**src/rtl/wb_scoreboard.sv**
```systemverilog
// Register scoreboard and writeback arbiter: tracks destinations of in-flight long-latency ops,
// stalls dependent issue, and funnels short/load/mul/div results into one registered RF write port.
module wb_scoreboard #(
  parameter int LONG_MAX = 4
) (
  input  logic        i_clk,
  input  logic        i_rst_n,
  input  logic        i_instruction_vld,
  input  logic [4:0]  i_rs1_index,
  input  logic [4:0]  i_rs2_index,
  input  logic [4:0]  i_rd_index,
  input  logic        i_rs1_mark,
  input  logic        i_rs2_mark,
  input  logic        i_rd_mark,
  input  logic        i_rd_long_mark,
  output logic        o_conflict,
  input  logic        i_short_vld,
  input  logic [4:0]  i_short_rd,
  input  logic [31:0] i_short_data,
  input  logic        i_load_vld,
  input  logic [4:0]  i_load_rd,
  input  logic [31:0] i_load_data,
  input  logic        i_mul_vld,
  input  logic [4:0]  i_mul_rd,
  input  logic [31:0] i_mul_data,
  input  logic        i_div_vld,
  input  logic [4:0]  i_div_rd,
  input  logic [31:0] i_div_data,
  output logic        o_load_rdy,
  output logic        o_mul_rdy,
  output logic        o_div_rdy,
  output logic        o_rf_we,
  output logic [4:0]  o_rf_waddr,
  output logic [31:0] o_rf_wdata,
  output logic [31:0] o_busy,
  output logic [3:0]  o_long_cnt
);

  typedef struct packed {
    logic        vld;
    logic        lng;
    logic [4:0]  rd;
    logic [31:0] data;
  } wb_t;

  logic [31:0] r_busy, w_busy_nxt;
  logic [3:0]  r_long_cnt, w_cnt_nxt;
  logic        r_rf_we;
  logic [4:0]  r_rf_waddr;
  logic [31:0] r_rf_wdata;
  logic        w_fire, w_inc, w_full;
  wb_t         w_wb;

  assign w_full = (r_long_cnt == 4'(LONG_MAX));

  // Hazard check uses only registered busy; a clear landing this cycle is seen next cycle.
  assign o_conflict = i_instruction_vld &
                      ((i_rs1_mark & r_busy[i_rs1_index]) |
                       (i_rs2_mark & r_busy[i_rs2_index]) |
                       (i_rd_mark  & r_busy[i_rd_index])  |
                       (i_rd_long_mark & w_full));

  assign w_fire = i_instruction_vld & ~o_conflict;
  assign w_inc  = w_fire & i_rd_long_mark;

  assign o_load_rdy = ~i_short_vld;
  assign o_mul_rdy  = ~i_short_vld & ~i_load_vld;
  assign o_div_rdy  = ~i_short_vld & ~i_load_vld & ~i_mul_vld;

  always_comb begin
    w_wb = '0;
    if (i_short_vld)     w_wb = '{vld: 1'b1, lng: 1'b0, rd: i_short_rd, data: i_short_data};
    else if (i_load_vld) w_wb = '{vld: 1'b1, lng: 1'b1, rd: i_load_rd,  data: i_load_data};
    else if (i_mul_vld)  w_wb = '{vld: 1'b1, lng: 1'b1, rd: i_mul_rd,   data: i_mul_data};
    else if (i_div_vld)  w_wb = '{vld: 1'b1, lng: 1'b1, rd: i_div_rd,   data: i_div_data};
  end

  // Clear before set so a same-index issue and completion leaves the bit set.
  always_comb begin
    w_busy_nxt = r_busy;
    if (w_wb.lng) w_busy_nxt[w_wb.rd] = 1'b0;
    if (w_inc && (i_rd_index != 5'd0)) w_busy_nxt[i_rd_index] = 1'b1;
    w_busy_nxt[0] = 1'b0;
  end

  always_comb begin
    w_cnt_nxt = r_long_cnt;
    if (w_inc && !w_wb.lng) w_cnt_nxt = r_long_cnt + 4'd1;
    else if (!w_inc && w_wb.lng && (r_long_cnt != 4'd0)) w_cnt_nxt = r_long_cnt - 4'd1;
  end

  always_ff @(posedge i_clk) begin
    if (!i_rst_n) begin
      r_busy     <= '0;
      r_long_cnt <= '0;
      r_rf_we    <= 1'b0;
      r_rf_waddr <= '0;
      r_rf_wdata <= '0;
    end else begin
      r_busy     <= w_busy_nxt;
      r_long_cnt <= w_cnt_nxt;
      r_rf_we    <= w_wb.vld & (w_wb.rd != 5'd0);
      if (w_wb.vld) begin
        r_rf_waddr <= w_wb.rd;
        r_rf_wdata <= w_wb.data;
      end
    end
  end

  assign o_busy     = r_busy;
  assign o_long_cnt = r_long_cnt;
  assign o_rf_we    = r_rf_we;
  assign o_rf_waddr = r_rf_waddr;
  assign o_rf_wdata = r_rf_wdata;

endmodule

```
**config.mk**
```make
export PLATFORM = sky130hd
export DESIGN_NAME = wb_scoreboard
export DESIGN_NICKNAME = d
export VERILOG_FILES = /design/src/rtl/wb_scoreboard.sv
export SDC_FILE = /design/constraint.sdc
export NUM_CORES = 1
export LEC_CHECK = 0
export CORE_MARGIN = 4
export CORE_UTILIZATION = 39
export CTS_CLUSTER_DIAMETER = 40
export CTS_CLUSTER_SIZE = 14
export DETAILED_ROUTE_END_ITERATION = 10
export HOLD_SLACK_MARGIN = 0.03
export PLACE_DENSITY = 0.89
export SLEW_MARGIN = 0
export SYNTH_ARGS = -nofsm -noshare
export SYNTH_HDL_FRONTEND = slang
export SYNTH_SLANG_ARGS = --single-unit
```
**constraint.sdc**
```tcl
create_clock -name i_clk -period 3.64 [get_ports i_clk]
set_input_delay 0.364 -clock i_clk [delete_from_list [all_inputs] [get_ports i_clk]]
set_output_delay 0.364 -clock i_clk [all_outputs]
set_load 0.02 [all_outputs]
```
# Word level (Yosys, flattened, before mapping)
# Cells that the tools add are included.
[totals]
output_inout_bits = 78
inputBits = 174
regBits = 74
wordCells = 65
[op_classes]
n_reduce_logical = 12
addsub = 2
n_mux = 18
n_lt_le_gt_ge = 6
n_bitwise = 20
eq_ne = 1
[op_table]
columns = ["op", "n"]
rows = [
  ["$mux W39", 4],
  ["$mux W32", 2],
  ["$and A32 B32 Y32", 1],
  ["$not A32 Y32", 1],
  ["$or A32 B32 Y32", 1],
  ["$lt A5 B6 Y1 const B", 4],
  ["$bmux W1 S5", 3],
  ["$and A1 B1 Y1", 10],
  ["$demux W1 S5", 2],
  ["$ge A5 B1 Y1 const B", 2],
  ["$reduce_bool A5 Y1", 2],
  ["$mux W4", 2],
  ["$logic_and A1 B1 Y1", 6],
  ["$mux W1", 5],
  ["$add A4 B1 Y4 const B", 1],
  ["$eq A4 B3 Y1 const B", 1],
  ["$not A1 Y1", 4],
  ["$reduce_bool A4 Y1", 1],
  ["$sub A4 B1 Y4 const B", 1],
  ["$or A1 B1 Y1", 3],
  ["$logic_not A1 Y1", 2],
  ["$reduce_bool A2 Y1", 1],
]

# Logic depth before layout (Yosys ltp)
# Gate-level depths: netlist (run 1).
[logic_depth]
ltp_word = 15
depth_mapped = 15
depth_no_buf = 13

# Least setup slack after synthesis (run 1)
# Ideal clock, no wire load.
[synth_path]
path_kind = "input-to-reg"
from = "input i_rs1_index[1]"
to = "register r_long_cnt[3] (netlist: o_long_cnt[3])"
slack_ps = 370
path_buffers = 1
path_stages = 14
t_arrival_ps = 3198
t_required_ps = 3568
setup_time_ps = 72
path_cell_list = "buf_2 > mux4_2 > mux4_2 > nor2_1 > a311o_2 > o221ai_2 > nor2_4 > nand2_1 > ha_1 > a21o_1 > a21oi_1 > o211ai_1 > o41ai_1 > mux2i_1"
[synth_via]
elab_chain_len = 14
word_cells_on_any_way = 16
classes_between = "mux (3); bitwise (8); reduce/logical (5)"
[synth_lines]
columns = ["element", "line", "text"]
rows = [
  ["start, declared", "9", "input logic [4:0] i_rs1_index,"],
  ["$bmux W1 S5 (*)", "58", "((i_rs1_mark & r_busy[i_rs1_index]) |"],
  ["$mux W1 (implied by the code) (*)", "58", ""],
  ["$and A1 B1 Y1 (*)", "58", ""],
  ["$or A1 B1 Y1 (*)", "58", ""],
  ["$or A1 B1 Y1 (*)", "59", "(i_rs2_mark & r_busy[i_rs2_index]) |"],
  ["$or A1 B1 Y1 (*)", "60", "(i_rd_mark & r_busy[i_rd_index]) |"],
  ["$and A1 B1 Y1 (*)", "57", "assign o_conflict = i_instruction_vld &"],
  ["$not A1 Y1 (*)", "63", "assign w_fire = i_instruction_vld & ~o_conflict;"],
  ["$and A1 B1 Y1 (*)", "63", ""],
  ["$and A1 B1 Y1 (*)", "64", "assign w_inc = w_fire & i_rd_long_mark;"],
  ["$logic_not A1 Y1", "89", "else if (!w_inc && w_wb.lng && (r_long_cnt != 4'd0)) w_cnt_nxt = r_long_cnt - 4'd1;"],
  ["$logic_and A1 B1 Y1 (2 in series)", "89", ""],
  ["$reduce_bool A2 Y1 (no line)", "-", ""],
  ["end signal, assigned", "101", "r_long_cnt <= w_cnt_nxt;"],
  ["end, declared", "47", "logic [3:0] r_long_cnt, w_cnt_nxt;"],
]
# Mark *: on every way between the ends. The rest lies on a longest branch, timed or not. The select of a mux whose other input is x is not followed.
# A chain may end at the register's enable or synchronous reset.

# Worst setup path in the final report (run 1)
[layout_path]
from = "input i_rd_index[2]"
to = "output o_conflict"
[layout_via]
elab_chain_len = 6
[layout_lines]
columns = ["element", "line", "text"]
rows = [
  ["start, declared", "11", "input logic [4:0] i_rd_index,"],
  ["$bmux W1 S5", "60", ""],
  ["$mux W1 (implied by the code)", "60", ""],
  ["$and A1 B1 Y1", "60", ""],
  ["$or A1 B1 Y1", "59", ""],
  ["$or A1 B1 Y1", "60", ""],
  ["$and A1 B1 Y1", "57", ""],
  ["end, declared", "16", "output logic o_conflict,"],
]
# Every way passes these cells. The select of a mux whose other input is x is not followed.

==> flow_summary.toml, run 1 <==
[run_status]
outcome = "completed"

[floorplanning]
die_x_um = 114
die_area_mm2 = 0.0131
io_pins = 252
rows = 38
fp.dieH_um = 114
start_util = 0.402
core_area_mm2 = 0.0110

[clock_tree]
cts_buffers = 9
clkSinkCount = 73
ctsHoldBuffers = 0
clockBufferDepth = 2
cts_tree = "built"
clkLatencyLatePin_ns = 0.33
h-tree-depth = 3
cts-root-buf = "clkbuf_16"
path_clk_slew_ns = 0.06

[synthesis]
ys_async_sr_fraction = 0
synth_mux_area_frac = 0.136
syn_avg_cell_area_um2 = 8.92
syn_nets = 672
synth_seq_cells = 73
synthAdderAreaFrac = 0.0102
synth_edf_count = 0
synth_cell_type_count = 54
synth-xor-area-share = 0.00198
syn_area_mm2 = 0.00442
ys_seq_area_frac = 0.331
synth_cells = 495
synth-simple-area-share = 0.146
synth_top_family_by_area = "compound AO/OA/AOI/OAI gates"
synth_compound_area_frac = 0.326
synth_ff_type = "dfxtp_1"
yosys_warnings = 0

[route]
wire_per_inst_um = 21.6
drt_first_pass_iters = 7
antenna_left = 0
drc = 0
drt-vias-per-instance = 6.14
drtIter0Drc = 404
finalWirelength_um = 19100
vias = 5438

[worst_setup_path]
regToRegStartpoint = "o_busy[12]$_SDFF_PN0_"
cp-start-kind = "input port"
crit_path_start = "i_rd_index[2]"
required_ns = 3.28
r2r-end = "o_long_cnt[3]$_SDFFE_PN0P_"
crit_arrival_ns = 3.13
cp_max_fo = 11
reg2reg_depth = 13
ff2ff_setup_slack_ns = 0.54
critPathCaptureType = "primary output"
path_class = "in2out"

[sta]
report.final.slew_viol_count = 0
setup_viol_count_final = 0
hold_viol_final = 0
rsz0062_at_grt = "false"
skew_ns = 0.00501
post-route-period-util = 0.960
tns_ns = 0
relSlewSlack = 0.461
tightest_slew_ns = 0.808
worst_hold_slack_ns = 0.452
period_needed_ns = 3.49
timing.fmax_ghz = 0.286

[global_routing]
grt_util_all_layers = 0.277
overflow = 0
antenna_found_initial = 1
grt_pass1_wl_um = 28600
grt_pass1_vias = 5464
grt_max_degree = 47

[placement]
gp_congestion = 0.973
dp_hpwl_um = 15200
dpl.cell_count = 867
numPortBuffers = 250

[power_and_ir_drop]
powerDensity_mw_per_mm2 = 345
total_power_mw = 2.57
peakVddDrop_uv = 188
p_leak_nw = 2.67

[worst_hold_path]
hold_path_startpoint = "o_rf_wdata[29]$_SDFFE_PN0P_"
min_delay_path_depth = 2
min_path_type = "reg2reg"
hold_end = "o_rf_wdata[29]$_SDFFE_PN0P_"

[layout]
syn2layout_area_growth_pct = 68.3
final_nets = 916
post-route-util = 0.677
stdcell_count = 885
layout-drive-gt1-share = 0.0995

[run]
cap_violations = 0
[placed cells by master (no fill, tap or decap), types with 3 or more instances in the layout]
cell             instances
mux2_2                   4
o41ai_1                  7
a221o_1                 35
clkdlybuf4s50_1        247
a21oi_1                 48
o21ai_0                 28
clkbuf_16                9
buf_4                   25
mux4_2                  14
nand2_1                 63
nor2b_1                  4
clkinv_4                 3
or3_1                    3
inv_1                    9
mux2i_1                 24
dfxtp_1                 73
o221ai_1                34
nor3_1                   4
nor2_1                  10
nand2b_1                11
o22ai_1                  4
nand3b_1                 6
o211ai_1                25
nand3_1                  7
[worst max-delay path by stage]
stage,cells past startpoint,endpoint
finish,9,o_conflict
global route,9,o_conflict
CTS,9,o_conflict
detailed placement,14,o_long_cnt[3]$_SDFFE_PN0P_
global placement,14,o_long_cnt[3]$_SDFFE_PN0P_
floorplan,14,o_long_cnt[3]$_SDFFE_PN0P_
[cell type report]
class	instances	area [um2]
flip-flops and latches	73	1460
repair buffers	276	2710
clock buffers	10	229
well taps	140	175
clock inverters	6	68.8
inverters	10	37.5
multi-input cells	369	2750
diodes	1	2.50
fillers	867	3550
[metal layers]
layer / vias to the layer above / GRT usage / part of all wire
met5: - / 0 / 0
met4: 0 / 0.124 / 0.041
met3: 69 / 0.0925 / 0.11
met2: 367 / 0.486 / 0.51
met1: 2553 / 0.302 / 0.34
li1: 2449 / - / -
[worst max-delay path, stage by stage]
cell             delay, ns
clkdlybuf4s50_1       0.65
or3b_2                0.54
o22ai_1               0.18
nor4_1                0.07
o22a_1                0.19
o221ai_2              0.31
a31oi_1               0.09
nor2b_1               0.13
clkdlybuf4s50_1       0.61
[Yosys cell counts (all sizes together), types with 2 or more instances]
master,instances,area [um2]
or3,3,18.8
nand2,64,243
nor3,5,25.0
o221ai,35,313
a21oi,48,240
ha,2,25.0
nand2b,11,68.8
nand4,2,25.0
mux4,14,315
inv,10,37.5
and2,2,12.5
or3b,3,26.3
nor4bb,2,20.0
mux2,4,45.0
mux2i,24,240
nor2b,5,31.3
o22ai,4,25.0
dfxtp,73,1460
nand3b,6,45.0
nor4,3,33.8
a221o,35,350
clkbuf,33,124
o41ai,8,77.6
o21ai,28,140
o211ai,25,188
nand3,7,35.0
nor2,11,48.8
a31oi,2,12.5
buf,10,50.1
[logic make-up after synthesis]
group                      count (synthesis)
DFF                                       73
adders and majority gates                  3
AOI/OAI and AO/OA                        196
xor gates and xnor gates                   1
other                                      1
buffers and inverters                     53
and+or+nand+nor                          126
muxes                                     42
[stage by stage]
stage	setup WS (ns)	cell area (um2)
detailed placement	-0.208	7120
CTS	0.0576	7420
global placement	-0.0964	7120
finish	0.146	7430
floorplan	0.370	4420
global route	0.0266	7430
[registers in the layout, summed over array words and instances (netlist names)]
signal / flops
o_rf_wdata: 32
o_busy: 31
o_rf_waddr: 5
o_long_cnt: 4
o_rf_we: 1
[what timing repair did]
item,4_1_cts,5_1_grt
endpoints found under the hold margin,0,0
gates resized for setup,1,1
pin swaps,0,1
setup endpoints to repair,1,1
buffers inserted,0,1
[power by group]
group          internal (mW)  switching, mW  leakage, nW
Clock                  0.533          0.343        0.143
Sequential             0.856         0.0515        0.600
Combinational          0.421          0.363         1.93
Total                   1.81          0.757         2.67
(Power assumes the default switching activity.)
==> run 2: changes to the inputs <==
--- a/config.mk
+++ b/config.mk
@@ -10,6 +10,7 @@
 export CTS_CLUSTER_DIAMETER = 40
 export CTS_CLUSTER_SIZE = 14
 export DETAILED_ROUTE_END_ITERATION = 10
+export GPL_ROUTABILITY_DRIVEN = 0
 export HOLD_SLACK_MARGIN = 0.03
 export PLACE_DENSITY = 0.89
 export SLEW_MARGIN = 0
==> flow_summary.toml, run 2 (synthesized netlist as in run 1, its figures left out) <==
[run_status]
outcome = "completed"

[floorplanning]
core_area_mm2 = 0.0110
rows = 38
start_util = 0.402
die_x_um = 114
fp.dieH_um = 114
io_pins = 252
die_area_mm2 = 0.0131

[placement]
dp_hpwl_um = 14900
numPortBuffers = 250

[route]
wire_per_inst_um = 22.1
drt-vias-per-instance = 6.24
drtIter0Drc = 416
vias = 5500
finalWirelength_um = 19500
antenna_left = 0
drc = 0
drt_first_pass_iters = 5

[worst_setup_path]
required_ns = 3.28
cp_max_fo = 10
cp-start-kind = "input port"
path_class = "in2out"
crit_path_start = "i_rd_index[4]"
critPathCaptureType = "primary output"
regToRegStartpoint = "o_busy[28]$_SDFF_PN0_"
crit_arrival_ns = 3.10

[global_routing]
grt_max_degree = 47
grt_pass1_vias = 5647
grt_pass1_wl_um = 29500
overflow = 0
grt_util_all_layers = 0.285
antenna_found_initial = 1

[clock_tree]
cts_tree = "built"
cts-root-buf = "clkbuf_16"
clkLatencyLatePin_ns = 0.33
clkSinkCount = 73
post_cts_buffers = 0
h-tree-depth = 3
clockBufferDepth = 2
path_clk_slew_ns = 0.06
cts_buffers = 9

[worst_hold_path]
hold_path_startpoint = "o_rf_wdata[3]$_SDFFE_PN0P_"
min_path_type = "reg2reg"

[layout]
seq_area_mm2 = 0.00146
syn2layout_area_growth_pct = 68.8
layout-drive-gt1-share = 0.0985
num-fill-cells = 848
final_nets = 913
final_cell_mix = "clkdlybuf4s50_1, dfxtp_1, nand2_1"
layout_commonest_cell = "clkdlybuf4s50_1"
multiInputGateArea_mm2 = 0.00277
largest_reg_flops = 32

[sta]
relSlewSlack = 0.372
hold_viol_final = 0
setup_viol_count_final = 0
skew_ns = 0.00508
post-route-period-util = 0.953
period_needed_ns = 3.47
report.final.slew_viol_count = 0
tns_ns = 0
worst_hold_slack_ns = 0.456
timing.fmax_ghz = 0.288
rsz0062_at_grt = "false"
tightest_slew_ns = 0.939

[power_and_ir_drop]
peakVddDrop_uv = 217
p_leak_nw = 2.69
powerDensity_mw_per_mm2 = 355

[run]
cap_violations = 0
run 2: stage by stage:
step           total power [mW]  cells  utilization  area [um2]  setup WS (ns)
2_1_floorplan              1.28    495            -        4420          0.370
3_3_place_gp               1.67    865        0.647        7110        -0.0914
3_5_place_dp               1.71    865        0.647        7110         -0.265
4_1_cts                    2.65    881        0.676        7430        0.00398
5_1_grt                    2.75    882        0.679        7450         0.0596
6_report                   2.65    882        0.679        7450          0.172
run 2: area by class of cell:
| class | instances | area share |
|---|---|---|
| Antenna cell | 1 | 0.000336 |
| Clock buffer | 9 | 0.0302 |
| Clock inverter | 7 | 0.0128 |
| Inverter | 10 | 0.00504 |
| Multi-Input combinational cell | 369 | 0.371 |
| Sequential cell | 73 | 0.196 |
| Tap cell | 140 | 0.0235 |
| Timing Repair Buffer | 273 | 0.361 |
run 2: final timing paths:
kind              depth (start not counted)  slack (ns)                         end
setup / recovery                          9        0.17                  o_conflict
hold / removal                            2        0.46  o_rf_wdata[3]$_SDFFE_PN0P_
setup reg to reg                         13        0.46  o_long_cnt[3]$_SDFFE_PN0P_
hold reg to reg                           2        0.46  o_rf_wdata[3]$_SDFFE_PN0P_
run 2: metal layers:
layer | track usage | wire, um | vias up
met1 | 0.308 | 6660 | 2599
li1 | - | - | 2434
met2 | 0.493 | 9760 | 385
met5 | 0 | 0 | -
met4 | 0.173 | 1130 | 0
met3 | 0.0766 | 1950 | 82
run 2: repair_timing:
| item | in CTS | in global routing |
|---|---|---|
| hold buffers | 0 | 0 |
| endpoints found under the setup margin | 0 | 2 |
| gates resized for setup | 0 | 5 |
run 2: worst max-delay path, cell delays in order:
cell,delay (ns)
clkdlybuf4s50_1,0.56
or3b_2,0.58
o22ai_1,0.19
nor4_1,0.06
o22a_1,0.21
o221ai_4,0.30
a31oi_1,0.08
nor2b_1,0.13
clkdlybuf4s50_1,0.61
run 2: power breakdown:
part | leakage [nW] | internal (mW) | switching, mW
clock | 0.155 | 0.600 | 0.350
combinational | 1.93 | 0.421 | 0.372
sequential | 0.600 | 0.856 | 0.0515
total | 2.69 | 1.88 | 0.773
==> run 3: changes to the inputs <==
--- a/config.mk
+++ b/config.mk
@@ -7,7 +7,7 @@
 export LEC_CHECK = 0
 export CORE_MARGIN = 4
 export CORE_UTILIZATION = 39
-export CTS_CLUSTER_DIAMETER = 40
+export CTS_CLUSTER_DIAMETER = 200
 export CTS_CLUSTER_SIZE = 14
 export DETAILED_ROUTE_END_ITERATION = 10
 export GPL_ROUTABILITY_DRIVEN = 0
==> results of run 3 <==
Same layout as run 2: the final DEF is identical, and so are final timing and power.
